<file path="src/rtl/i2c_write_scheduler_pkg.sv">
// Shared definitions for the I2C write scheduler.
//   - state_t      : scheduler FSM states
//   - frame widths : device address / register / value / request / frame
//   - BOOT_TABLE   : power-up register writes, issued in index order
//   - boot_req     : guarded boot table lookup
//   - pack_frame   : builds the 24-bit frame {dev_addr, reg, value}
package i2c_write_scheduler_pkg;

  localparam int ADDR_W   = 8;
  localparam int REG_W    = 7;
  localparam int VAL_W    = 9;
  localparam int REQ_W    = REG_W + VAL_W;
  localparam int FRAME_W  = ADDR_W + REQ_W;
  localparam int BOOT_LEN = 10;
  localparam int IDX_W    = 4;

  typedef enum logic [2:0] {
    S_IDLE,
    S_BOOT_ISSUE,
    S_BOOT_WAIT,
    S_GAP,
    S_RUN_IDLE,
    S_RUN_ISSUE,
    S_RUN_WAIT,
    S_ERROR
  } state_t;

  // Each entry is {register[6:0], value[8:0]}.
  localparam logic [REQ_W-1:0] BOOT_TABLE [BOOT_LEN] = '{
    {7'd9, 9'h001},
    {7'd8, 9'h019},
    {7'd7, 9'h042},
    {7'd6, 9'h000},
    {7'd5, 9'h000},
    {7'd4, 9'h015},
    {7'd3, 9'h079},
    {7'd2, 9'h079},
    {7'd1, 9'h097},
    {7'd0, 9'h097}
  };

  function automatic logic [REQ_W-1:0] boot_req(input logic [IDX_W-1:0] idx);
    boot_req = '0;
    if (idx < IDX_W'(BOOT_LEN)) boot_req = BOOT_TABLE[idx];
  endfunction

  function automatic logic [FRAME_W-1:0] pack_frame(input logic [ADDR_W-1:0] dev_addr,
                                                    input logic [REQ_W-1:0]  req);
    pack_frame = {dev_addr, req};
  endfunction

endpackage

</file>
<file path="src/rtl/i2c_write_scheduler_if.sv">
// Bus bundle between the write scheduler and its environment.
//   slave  : the scheduler side (takes start / requests / frame status,
//            drives frame start and data, ready and status flags)
//   master : the controller / frame-engine side
interface i2c_write_scheduler_if;
  import i2c_write_scheduler_pkg::*;

  logic               i_start;
  logic               i_req_valid;
  logic [REQ_W-1:0]   i_req_data;
  logic               o_req_ready;
  logic               o_frm_start;
  logic [FRAME_W-1:0] o_frm_data;
  logic               i_frm_done;
  logic               i_frm_ack_ok;
  logic               o_boot_done;
  logic               o_busy;
  logic               o_err;

  modport slave (
    input  i_start, i_req_valid, i_req_data, i_frm_done, i_frm_ack_ok,
    output o_req_ready, o_frm_start, o_frm_data, o_boot_done, o_busy, o_err
  );

  modport master (
    output i_start, i_req_valid, i_req_data, i_frm_done, i_frm_ack_ok,
    input  o_req_ready, o_frm_start, o_frm_data, o_boot_done, o_busy, o_err
  );

endinterface

</file>
<file path="src/rtl/i2c_write_scheduler_fifo.sv">
// sched_fifo: synchronous FIFO holding runtime write requests.
//   clk, rst_n : clock, asynchronous active-low reset (pointers only)
//   push       : write push_data when not full (dropped when full)
//   pop        : discard head entry when not empty
//   head       : current head entry (valid while !empty)
//   full/empty : occupancy flags
// DEPTH must be a power of two, at least 2. Pointers carry one extra
// wrap bit so full and empty are distinguishable.
module sched_fifo #(
  parameter int DEPTH = 4,
  parameter int WIDTH = 16
) (
  input  logic             clk,
  input  logic             rst_n,
  input  logic             push,
  input  logic [WIDTH-1:0] push_data,
  input  logic             pop,
  output logic [WIDTH-1:0] head,
  output logic             full,
  output logic             empty
);

  localparam int PTR_W = $clog2(DEPTH);

  logic [WIDTH-1:0] mem [DEPTH];
  logic [PTR_W:0]   wr_ptr;
  logic [PTR_W:0]   rd_ptr;
  logic             do_push;
  logic             do_pop;

  assign empty   = (wr_ptr == rd_ptr);
  assign full    = (wr_ptr[PTR_W] != rd_ptr[PTR_W]) &&
                   (wr_ptr[PTR_W-1:0] == rd_ptr[PTR_W-1:0]);
  assign do_push = push && !full;
  assign do_pop  = pop && !empty;
  assign head    = mem[rd_ptr[PTR_W-1:0]];

  always_ff @(posedge clk or negedge rst_n) begin
    if (!rst_n) begin
      wr_ptr <= '0;
      rd_ptr <= '0;
    end else begin
      if (do_push) wr_ptr <= wr_ptr + 1'b1;
      if (do_pop)  rd_ptr <= rd_ptr + 1'b1;
    end
  end

  // Storage carries no reset; only the pointers define validity.
  always_ff @(posedge clk) begin
    if (do_push) mem[wr_ptr[PTR_W-1:0]] <= push_data;
  end

endmodule

</file>
<file path="src/rtl/i2c_write_scheduler.sv">
// i2c_write_scheduler: sequences I2C register writes to a frame engine.
// After i_start it plays the fixed boot table, then dispatches queued
// runtime requests. NACKed frames are re-issued up to MAX_RETRY times;
// beyond that the scheduler parks in S_ERROR with o_err set.
//   i_clk, i_rst_n : clock, asynchronous active-low reset
//   bus (slave)    : start, request handshake, frame start/data/done/ack,
//                    boot_done / busy / err status
module i2c_write_scheduler
  import i2c_write_scheduler_pkg::*;
#(
  parameter logic [ADDR_W-1:0] DEV_ADDR   = 8'h34,
  parameter int                MAX_RETRY  = 3,
  parameter int                GAP_CYCLES = 4,
  parameter int                FIFO_DEPTH = 4
) (
  input  logic                  i_clk,
  input  logic                  i_rst_n,
  i2c_write_scheduler_if.slave  bus
);

  localparam int                RETRY_W   = $clog2(MAX_RETRY + 1);
  localparam int                GAP_W     = $clog2(GAP_CYCLES + 1);
  localparam logic [RETRY_W-1:0] RETRY_LIM = RETRY_W'(MAX_RETRY);
  localparam logic [GAP_W-1:0]   GAP_LAST  = GAP_W'(GAP_CYCLES - 1);

  state_t             state_q, state_d;
  logic [IDX_W-1:0]   idx_q, idx_d;
  logic [RETRY_W-1:0] retry_q, retry_d;
  logic [GAP_W-1:0]   gap_q, gap_d;
  logic               boot_done_q, boot_done_d;
  logic               err_q, err_d;
  logic [FRAME_W-1:0] frm_data_q, frm_data_d;

  logic               fifo_pop;
  logic               fifo_full;
  logic               fifo_empty;
  logic [REQ_W-1:0]   fifo_head;
  logic               boot_pending;
  logic               start_ok;

  sched_fifo #(
    .DEPTH (FIFO_DEPTH),
    .WIDTH (REQ_W)
  ) u_fifo (
    .clk       (i_clk),
    .rst_n     (i_rst_n),
    .push      (bus.i_req_valid),
    .push_data (bus.i_req_data),
    .pop       (fifo_pop),
    .head      (fifo_head),
    .full      (fifo_full),
    .empty     (fifo_empty)
  );

  assign boot_pending = (idx_q < IDX_W'(BOOT_LEN));
  // Start is only honoured in the non-busy states.
  assign start_ok     = bus.i_start &&
                        (state_q == S_IDLE || state_q == S_RUN_IDLE || state_q == S_ERROR);

  always_ff @(posedge i_clk or negedge i_rst_n) begin
    if (!i_rst_n) begin
      state_q     <= S_IDLE;
      idx_q       <= '0;
      retry_q     <= '0;
      gap_q       <= '0;
      boot_done_q <= 1'b0;
      err_q       <= 1'b0;
      frm_data_q  <= '0;
    end else begin
      state_q     <= state_d;
      idx_q       <= idx_d;
      retry_q     <= retry_d;
      gap_q       <= gap_d;
      boot_done_q <= boot_done_d;
      err_q       <= err_d;
      frm_data_q  <= frm_data_d;
    end
  end

  // The frame word is loaded on the transition into an issue state so it
  // is already valid in the o_frm_start cycle and stays put until done.
  always_comb begin
    state_d     = state_q;
    idx_d       = idx_q;
    retry_d     = retry_q;
    gap_d       = gap_q;
    boot_done_d = boot_done_q;
    err_d       = err_q;
    frm_data_d  = frm_data_q;
    fifo_pop    = 1'b0;

    if (start_ok) begin
      state_d     = S_BOOT_ISSUE;
      idx_d       = '0;
      retry_d     = '0;
      boot_done_d = 1'b0;
      err_d       = 1'b0;
      frm_data_d  = pack_frame(DEV_ADDR, boot_req('0));
    end else begin
      case (state_q)
        S_BOOT_ISSUE: state_d = S_BOOT_WAIT;
        S_RUN_ISSUE:  state_d = S_RUN_WAIT;

        S_BOOT_WAIT, S_RUN_WAIT: begin
          if (bus.i_frm_done) begin
            gap_d = '0;
            if (bus.i_frm_ack_ok) begin
              retry_d = '0;
              state_d = S_GAP;
              if (state_q == S_BOOT_WAIT) idx_d = idx_q + 1'b1;
              else                        fifo_pop = 1'b1;
            end else if (retry_q < RETRY_LIM) begin
              // Same index / same FIFO head: the gap exit re-issues it.
              retry_d = retry_q + 1'b1;
              state_d = S_GAP;
            end else begin
              err_d   = 1'b1;
              state_d = S_ERROR;
            end
          end
        end

        S_GAP: begin
          if (gap_q == GAP_LAST) begin
            if (boot_pending) begin
              state_d    = S_BOOT_ISSUE;
              frm_data_d = pack_frame(DEV_ADDR, boot_req(idx_q));
            end else begin
              boot_done_d = 1'b1;
              if (!fifo_empty) begin
                state_d    = S_RUN_ISSUE;
                frm_data_d = pack_frame(DEV_ADDR, fifo_head);
              end else begin
                state_d = S_RUN_IDLE;
              end
            end
          end else begin
            gap_d = gap_q + 1'b1;
          end
        end

        S_RUN_IDLE: begin
          if (!fifo_empty) begin
            state_d    = S_RUN_ISSUE;
            frm_data_d = pack_frame(DEV_ADDR, fifo_head);
          end
        end

        default: ;
      endcase
    end
  end

  assign bus.o_frm_start = (state_q == S_BOOT_ISSUE) || (state_q == S_RUN_ISSUE);
  assign bus.o_frm_data  = frm_data_q;
  assign bus.o_req_ready = !fifo_full;
  assign bus.o_boot_done = boot_done_q;
  assign bus.o_err       = err_q;
  assign bus.o_busy      = !(state_q == S_IDLE || state_q == S_RUN_IDLE || state_q == S_ERROR);

endmodule
</file>
<file path="src/flat_wrapper.sv">
// flat-port wrapper written by rule: the top's interface ports become plain ports
module i2c_write_scheduler_flat import i2c_write_scheduler_pkg::*;
#(
  parameter logic [ADDR_W-1:0] DEV_ADDR   = 8'h34,
  parameter int                MAX_RETRY  = 3,
  parameter int                GAP_CYCLES = 4,
  parameter int                FIFO_DEPTH = 4
)
  (i_clk, i_rst_n, bus_i_start, bus_i_req_valid, bus_i_req_data, bus_i_frm_done, bus_i_frm_ack_ok, bus_o_req_ready, bus_o_frm_start, bus_o_frm_data, bus_o_boot_done, bus_o_busy, bus_o_err);
  i2c_write_scheduler_if bus_i ();
  input  logic i_clk;
  input  logic i_rst_n;
  input wire logic [$bits(bus_i.i_start)-1:0] bus_i_start;
  input wire logic [$bits(bus_i.i_req_valid)-1:0] bus_i_req_valid;
  input wire logic [$bits(bus_i.i_req_data)-1:0] bus_i_req_data;
  input wire logic [$bits(bus_i.i_frm_done)-1:0] bus_i_frm_done;
  input wire logic [$bits(bus_i.i_frm_ack_ok)-1:0] bus_i_frm_ack_ok;
  output wire logic [$bits(bus_i.o_req_ready)-1:0] bus_o_req_ready;
  output wire logic [$bits(bus_i.o_frm_start)-1:0] bus_o_frm_start;
  output wire logic [$bits(bus_i.o_frm_data)-1:0] bus_o_frm_data;
  output wire logic [$bits(bus_i.o_boot_done)-1:0] bus_o_boot_done;
  output wire logic [$bits(bus_i.o_busy)-1:0] bus_o_busy;
  output wire logic [$bits(bus_i.o_err)-1:0] bus_o_err;
  assign bus_i.i_start = bus_i_start;
  assign bus_i.i_req_valid = bus_i_req_valid;
  assign bus_i.i_req_data = bus_i_req_data;
  assign bus_i.i_frm_done = bus_i_frm_done;
  assign bus_i.i_frm_ack_ok = bus_i_frm_ack_ok;
  assign bus_o_req_ready = bus_i.o_req_ready;
  assign bus_o_frm_start = bus_i.o_frm_start;
  assign bus_o_frm_data = bus_i.o_frm_data;
  assign bus_o_boot_done = bus_i.o_boot_done;
  assign bus_o_busy = bus_i.o_busy;
  assign bus_o_err = bus_i.o_err;
  i2c_write_scheduler #(.DEV_ADDR(DEV_ADDR), .MAX_RETRY(MAX_RETRY), .GAP_CYCLES(GAP_CYCLES), .FIFO_DEPTH(FIFO_DEPTH)) u_core (.i_clk(i_clk), .i_rst_n(i_rst_n), .bus(bus_i));
endmodule
</file>
<file path="config.mk">
export PLATFORM = sky130hd
export DESIGN_NAME = i2c_write_scheduler_flat
export DESIGN_NICKNAME = d
export VERILOG_FILES = /design/src/rtl/i2c_write_scheduler_pkg.sv /design/src/rtl/i2c_write_scheduler_if.sv /design/src/rtl/i2c_write_scheduler_fifo.sv /design/src/rtl/i2c_write_scheduler.sv /design/src/flat_wrapper.sv
export SDC_FILE = /design/constraint.sdc
export NUM_CORES = 1
export LEC_CHECK = 0
export ABC_AREA = 1
export BUFFER_PORTS_ARGS = -buffer_cell sky130_fd_sc_hd__buf_2
export CORE_UTILIZATION = 53
export CTS_BUF_LIST = sky130_fd_sc_hd__clkbuf_4 sky130_fd_sc_hd__clkbuf_8 sky130_fd_sc_hd__clkbuf_16
export DETAILED_ROUTE_END_ITERATION = 8
export PLACE_DENSITY = 0.76
export SYNTH_ARGS = -nofsm -noshare
export SYNTH_HDL_FRONTEND = slang
export SYNTH_SLANG_ARGS = --single-unit
</file>
<file path="constraint.sdc">
create_clock -name i_clk -period 2.15 [get_ports i_clk]
set_clock_uncertainty 0.1 [all_clocks]
set_input_delay 0.215 -clock i_clk [delete_from_list [all_inputs] [get_ports i_clk]]
set_output_delay 0.215 -clock i_clk [all_outputs]
set_load 0.01 [all_outputs]
</file>
==> results_dict.tcl, run 1 <==
set metrics [dict create \
    layout-drive-gt1-share 0.187 \
    overflow 0 \
    postRouteWirelength_mm 9.78 \
    reg2reg_from "u_core.u_fifo.rd_ptr[1]$_DFFE_PN0P_" \
    power_leakage_nw 2.60 \
    syn_inst 498 \
    syn_area_per_cell_sq_um 10.1 \
    critical_path.max_fanout 18 \
    grt_pass1_vias 3475 \
    required_ns 2.10 \
    fp.dieArea_sq_um 9850 \
    cts_tree "yes" \
    worstHoldPathType "in2reg" \
    row_count 35 \
    hp-start "bus_i_frm_ack_ok" \
    drtPass1Iterations 5 \
    ys.flop_type "edfxtp_1" \
    start_kind "flop" \
    fin_crit_sh 0.871 \
    post_dp_cell_area_sq_um 5410 \
    pwr_density_cell_nw_per_um2 1160 \
    clk_pin_slew_ns 0.11 \
    ant_nets 0 \
    tns_ns 0 \
    vias_per_cell 5.20 \
    arrival_ns 1.83 \
    finalWeightedCongestion 0.838 \
    ys_types 34 \
    coreArea_sq_um 9200 \
    syn-num-nets 535 \
    hold_violations 0 \
    numPortBuffers 50 \
    synth_common_cells "121 x nand2_1, 64 x edfxtp_1, 58 x nor2_1" \
    wl_per_cell_um 14.2 \
    reg2reg_slack_ns 0.28 \
    grt_setup_unrepaired "false" \
    synth_most_common_cell "nand2_1" \
    layout.cells.non_filler 689 \
    grt_start_max_net_pins 45 \
    p_total_mw 6.71 \
    hold_ws_ns 0.0718 \
    grt_pass1_wl_mm 16.3 \
    n_fill_cell 745 \
    drv_cap 0 \
    hold_depth 4 \
    whs_endpoint "u_core.retry_q[1]$_DFFE_PN0P_" \
    max_slew.worst_pin.slew_ns 0.578 \
    areaGrowthSynthToFinish_pct 15.0 \
    hpwl_mm 6.81 \
    final_area_sq_um 5770 \
    synth_seq_area_share 0.603 \
    dpl.cell_count 656 \
    cts-root-buf "clkbuf_8" \
    start_util 0.545 \
    cts_sinks 108 \
    synth_area_leaders "edfxtp_1 38%, dfrtp_1 22%, nand2_1 9.1%, nor2_1 4.3%, ha_1 3.7%" \
    die_h_um 99.3 \
    io_pins 51 \
    synth-edff-count 64 \
    rr_worst_depth 8 \
    seq_area_sq_um 3020 \
    cts_buffers 9 \
    nNetsFinal 610 \
    yosysTopAreaCell "edfxtp_1" \
    htree_levels 3 \
    slew_headroom 0.615 \
    antenna_found_initial 0 \
    ys_warn_count 0 \
    drtIter0Drc 147 \
    cp_cell_sequence "inv_6, nand2_4, nand2_2, nor2_1, nand2_1, nand2_1, nor2_1, buf_4" \
    path_delay_family "simple AND/OR/NAND/NOR gates" \
    synth_top_area_share 0.383 \
    end_kind "flop" \
    crit_type "reg2reg" \
    ir_drop_mv 0.619 \
    clock_path_buffers 2 \
    fmax_mhz 534 \
    drc 0 \
    antennaDiodeCount 0 \
    groute.usage.overall 0.216 \
    min_period_ns 1.87 \
    setup_viol 0 \
    chipWidth_um 99.3 \
    clk_latency_ns 0.37 \
    async_reset_ff_frac 0.407 \
    worstReg2RegEnd "u_core.u_fifo.mem[1][15]$_DFFE_PP_" \
    slowest_stage "dfrtp_1" \
    ys_ff_latch 108 \
    max_stage_delay_ns 0.45 \
    ctsResizeCount 0 \
    status "finished clean" \
    num_vias 3582 \
    multiInputGateArea_sq_um 1690 \
    syn-cell-area_sq_um 5010 \
    drv_slew 0 \
    path_buf_inv 2 \
]
-- final cells by class --
class / instances / share of cell area
Multi-Input combinational cell: 320 / 0.293
Clock buffer: 9 / 0.0215
Clock inverter: 7 / 0.0117
Tap cell: 111 / 0.0241
Sequential cell: 108 / 0.524
Timing Repair Buffer: 76 / 0.0846
Inverter: 58 / 0.0410
-- worst max-delay path by stage --
stage | startpoint | end | slack (ns) | cells after the start
finish | u_core.u_fifo.rd_ptr[1]$_DFFE_PN0P_ | u_core.u_fifo.mem[1][15]$_DFFE_PP_ | 0.28 | 8
global route | u_core.u_fifo.wr_ptr[2]$_DFFE_PN0N_ | u_core.u_fifo.mem[2][0]$_DFFE_PP_ | 0.11 | 8
CTS | u_core.u_fifo.rd_ptr[1]$_DFFE_PN0P_ | u_core.u_fifo.mem[2][15]$_DFFE_PP_ | 0.28 | 8
detailed placement | u_core.u_fifo.rd_ptr[1]$_DFFE_PN0P_ | u_core.u_fifo.mem[2][14]$_DFFE_PP_ | 0.29 | 8
global placement | u_core.u_fifo.rd_ptr[1]$_DFFE_PN0P_ | u_core.u_fifo.mem[1][10]$_DFFE_PP_ | 0.36 | 8
floorplan | u_core.u_fifo.rd_ptr[1]$_DFFE_PN0P_ | u_core.u_fifo.mem[1][0]$_DFFE_PP_ | -0.1 | 8
-- state kept, by name, summed over array words and instances (netlist names), 2 cells and up --
register	count
u_core.bus.o_frm_data	24
u_core.u_fifo.wr_ptr	3
u_core.u_fifo.mem	64
u_core.gap_q	3
u_core.idx_q	4
u_core.state_q	3
u_core.retry_q	2
u_core.u_fifo.rd_ptr	3
-- cell usage in the layout (no fill, tap or decap), drive strengths merged, types with 3 or more instances in the layout --
cell,count
nand3,41
clkbuf,9
inv,59
a21oi,6
dfrtp,44
ha,15
o22ai,9
buf,59
nand2,132
nand4,7
xor2,4
nor2,63
edfxtp,64
or2,3
clkinv,5
o21ai,36
dlygate4sd3,17
-- power breakdown --
group,leakage (nW),total (mW),switching [mW],internal [mW]
logic,1.37,2.59,1.73,0.861
clock network,0.0941,1.18,0.726,0.450
registers,1.13,2.95,0.264,2.68
-- what timing repair did --
item / CTS / global route
buffers inserted: 0 / 0
endpoints found under the setup margin: 0 / 0
hold buffers: 17 / 0
endpoints found under the hold margin: 108 / 0
-- cell families (layout without fill, tap and decap cells) --
group,after synthesis,in the layout,share of synthesized area
adder cells (fa/ha/maj),15,15,0.0374
flip-flops,108,108,0.603
XOR/XNOR,4,4,0.00699
AND/OR/NAND/NOR,247,247,0.234
AO/OA/AOI/OAI,54,54,0.0576
buffers and inverters,70,150,0.0606
-- per-layer routing --
metal  up-vias  global-route usage  routed length [um]
met5         -                   0                   0
met4         0              0.0690                 120
met3        12              0.0485                 386
met2        82               0.363                4870
met1      1699               0.280                4400
li1       1789                   -                   -
-- worst min-delay path, cell delays in order --
cell	delay [ns]
buf_2	0.09
inv_1	0.08
nand4_1	0.10
nand2_1	0.04
-- through the flow --
step                utilization  setup slack, ns
global route              0.627            0.107
CTS                       0.627            0.278
detailed placement        0.588            0.294
finish                    0.627            0.276
global placement          0.588            0.357
floorplan                     -          -0.0968
Power figures use the tool's default switching activity.
==> run 2, diff against run 1 <==
--- a/config.mk
+++ b/config.mk
@@ -6,11 +6,11 @@
 export NUM_CORES = 1
 export LEC_CHECK = 0
 export ABC_AREA = 1
-export BUFFER_PORTS_ARGS = -buffer_cell sky130_fd_sc_hd__buf_2
-export CORE_UTILIZATION = 53
+export BUFFER_PORTS_ARGS = -buffer_cell sky130_fd_sc_hd__buf_4
+export CORE_UTILIZATION = 59
 export CTS_BUF_LIST = sky130_fd_sc_hd__clkbuf_4 sky130_fd_sc_hd__clkbuf_8 sky130_fd_sc_hd__clkbuf_16
 export DETAILED_ROUTE_END_ITERATION = 8
-export PLACE_DENSITY = 0.76
+export PLACE_DENSITY = 0.8
 export SYNTH_ARGS = -nofsm -noshare
 export SYNTH_HDL_FRONTEND = slang
 export SYNTH_SLANG_ARGS = --single-unit
==> constraint.sdc (replaced) <==
create_clock -name i_clk -period 1.82 [get_ports i_clk]
set_clock_uncertainty 0.1 [all_clocks]
set_input_delay 0.182 -clock i_clk [delete_from_list [all_inputs] [get_ports i_clk]]
set_output_delay 0.182 -clock i_clk [all_outputs]
set_load 0.02 [all_outputs]
==> run 2 against run 1 <==
  * First-iteration DRC count grew 50%
  * Global-route usage grew 2.5 points
  * Worst setup slack lost 0.19 ns
  * Cell count grew 0.29%
  * Count of clock-buffer cells in the layout is the same
  * Worst hold slack gained 0.016 ns
  * Total power grew 27%
  * Core utilization grew 11 points
  * Non-clock buffer count grew 8
  * Fmax grew 8.1%
  * Critical path type unchanged
  * Critical endpoint is now u_core.bus.o_frm_data[10]$_DFFE_PN0P_
  * Largest power group is now combinational cells
==> results_dict.tcl, run 2 (synthesized netlist as in run 1, its figures left out) <==
set metrics [dict create \
    layout_common_cells "119 x nand2_1, 64 x edfxtp_1, 62 x buf_4" \
    vias_per_cell 5.36 \
    ant_nets 0 \
    fp.dieArea_sq_um 8870 \
    ir_drop_mv 0.821 \
    groute.usage.overall 0.240 \
    antennaDiodeCount 0 \
    drtIter0Drc 220 \
    clk_pin_slew_ns 0.12 \
    hold_depth 3 \
    htree_levels 3 \
    setup_viol 0 \
    grt_start_max_net_pins 45 \
    status "finished clean" \
    layout.cells.non_filler 691 \
    max_slew.worst_pin.slew_ns 0.554 \
    clk_latency_ns 0.37 \
    postRouteWirelength_mm 9.99 \
    finalWeightedCongestion 0.860 \
    numPortBuffers 50 \
    start_kind "flop" \
    grt_pass1_vias 3469 \
    hold_violations 0 \
    arrival_ns 1.89 \
    cts_buffers 9 \
    cts-root-buf "clkbuf_8" \
    rr_worst_depth 8 \
    areaGrowthSynthToFinish_pct 21.2 \
    grt_setup_unrepaired "true" \
    row_count 33 \
    hpwl_mm 6.74 \
    antenna_found_initial 0 \
    required_ns 1.97 \
    place_ws_ns 0.0898 \
    drc 0 \
    hold_ws_ns 0.0878 \
    hp-start "bus_i_req_valid" \
    fmax_mhz 577 \
    end_kind "flop" \
    pwr_density_cell_nw_per_um2 1400 \
    num_vias 3702 \
    path_buf_inv 1 \
    start_util 0.610 \
    critical_path.max_fanout 9 \
    min_period_ns 1.73 \
    fin_crit_sh 0.953 \
    clock_path_buffers 2 \
    dpl.cell_count 657 \
    crit_cells 8 \
    io_pins 51 \
    chipWidth_um 94.2 \
    power_leakage_nw 2.70 \
    drtPass1Iterations 4 \
    slew_headroom 0.631 \
    die_h_um 94.2 \
    cts_tree "yes" \
    slowest_stage "dfrtp_1" \
    wl_per_cell_um 14.5 \
    drv_slew 0 \
    overflow 0 \
    n_fill_cell 539 \
    largest_reg_flops 64 \
    grt_pass1_wl_mm 16.1 \
    max_stage_delay_ns 0.41 \
    crit_type "reg2reg" \
    worst_slack_ns 0.0861 \
    nNetsFinal 618 \
    worstHoldPathType "in2reg" \
    path_delay_family "simple AND/OR/NAND/NOR gates" \
    worstReg2RegEnd "u_core.bus.o_frm_data[10]$_DFFE_PN0P_" \
    coreArea_sq_um 8220 \
    cts_sinks 108 \
    finish.utilization 0.740 \
    reg2reg_from "u_core.gap_q[0]$_DFFE_PN0P_" \
    cp_cell_sequence "ha_1, ha_1, nor2_4, inv_1, nand3_2, nor2_4, nand2_1, nand3_1" \
    whs_endpoint "u_core.u_fifo.wr_ptr[0]$_DFFE_PN0N_" \
    tns_ns 0 \
    final_common_cell "nand2_1" \
    layout-drive-gt1-share 0.220 \
    reg2reg_slack_ns 0.09 \
    drv_cap 0 \
]
[run 2: changes by cell type in the layout (fill, tap and decap cells not counted), sizes merged]
cell	delta
inv	+1
buf	+8
clkinvlp	-1
[run 2: through the flow]
step | total power, mW | area [sq um]
2_1_floorplan | 5.88 | 5050
3_3_place_gp | 6.88 | 5660
3_5_place_dp | 6.98 | 5660
4_1_cts | 8.47 | 6040
5_1_grt | 9.09 | 6080
6_report | 8.50 | 6080
[run 2: layout make-up]
class	instances	area, sq um	area share
Clock buffer	9	124	0.0204
Clock inverter	7	83.8	0.0138
Inverter	58	236	0.0389
Multi-Input combinational cell	320	1750	0.288
Sequential cell	108	3030	0.498
Tap cell	105	131	0.0216
Timing Repair Buffer	84	727	0.120
[run 2: worst max-delay path by stage]
stage / startpoint / end
2_1_floorplan: u_core.u_fifo.rd_ptr[1]$_DFFE_PN0P_ / u_core.u_fifo.mem[3][0]$_DFFE_PP_
3_3_place_gp: u_core.state_q[1]$_DFFE_PN0P_ / u_core.bus.o_frm_data[18]$_DFFE_PN0P_
3_5_place_dp: u_core.gap_q[0]$_DFFE_PN0P_ / u_core.bus.o_frm_data[5]$_DFFE_PN0P_
4_1_cts: u_core.u_fifo.wr_ptr[0]$_DFFE_PN0N_ / bus_o_req_ready
5_1_grt: u_core.state_q[0]$_DFFE_PN0P_ / u_core.idx_q[2]$_DFFE_PN0P_
6_report: u_core.gap_q[0]$_DFFE_PN0P_ / u_core.bus.o_frm_data[10]$_DFFE_PN0P_
[run 2: report_power, final]
part / switching (mW) / internal, mW / total [mW]
logic: 2.29 / 1.28 / 3.57
registers: 0.293 / 3.17 / 3.47
clock network: 0.910 / 0.557 / 1.47
total: 3.49 / 5.01 / 8.50
[run 2: worst reg2reg max path, delay by kind of cell (launching register included)]
family / cells / cell delay (ns)
buffers and inverters: 1 / 0.13
flip-flops: 1 / 0.41
AND/OR/NAND/NOR: 5 / 0.55
adder cells (fa/ha/maj): 2 / 0.43
[run 2: timing repair]
action | CTS | global route
setup endpoints to repair | 0 | 72
resized for setup | 0 | 10
setup buffers | 0 | 1
hold buffers | 17 | 0
endpoints found under the hold margin | 108 | 0
[run 2: routing by layer]
metal / up-vias / global-route usage / share of wire / routed length [um]
met5: - / 0 / 0 / 0
met4: 0 / 0.0667 / 0.0092 / 92
met3: 12 / 0.0445 / 0.052 / 516
met2: 108 / 0.406 / 0.52 / 5190
met1: 1777 / 0.316 / 0.42 / 4200
li1: 1805 / - / - / -
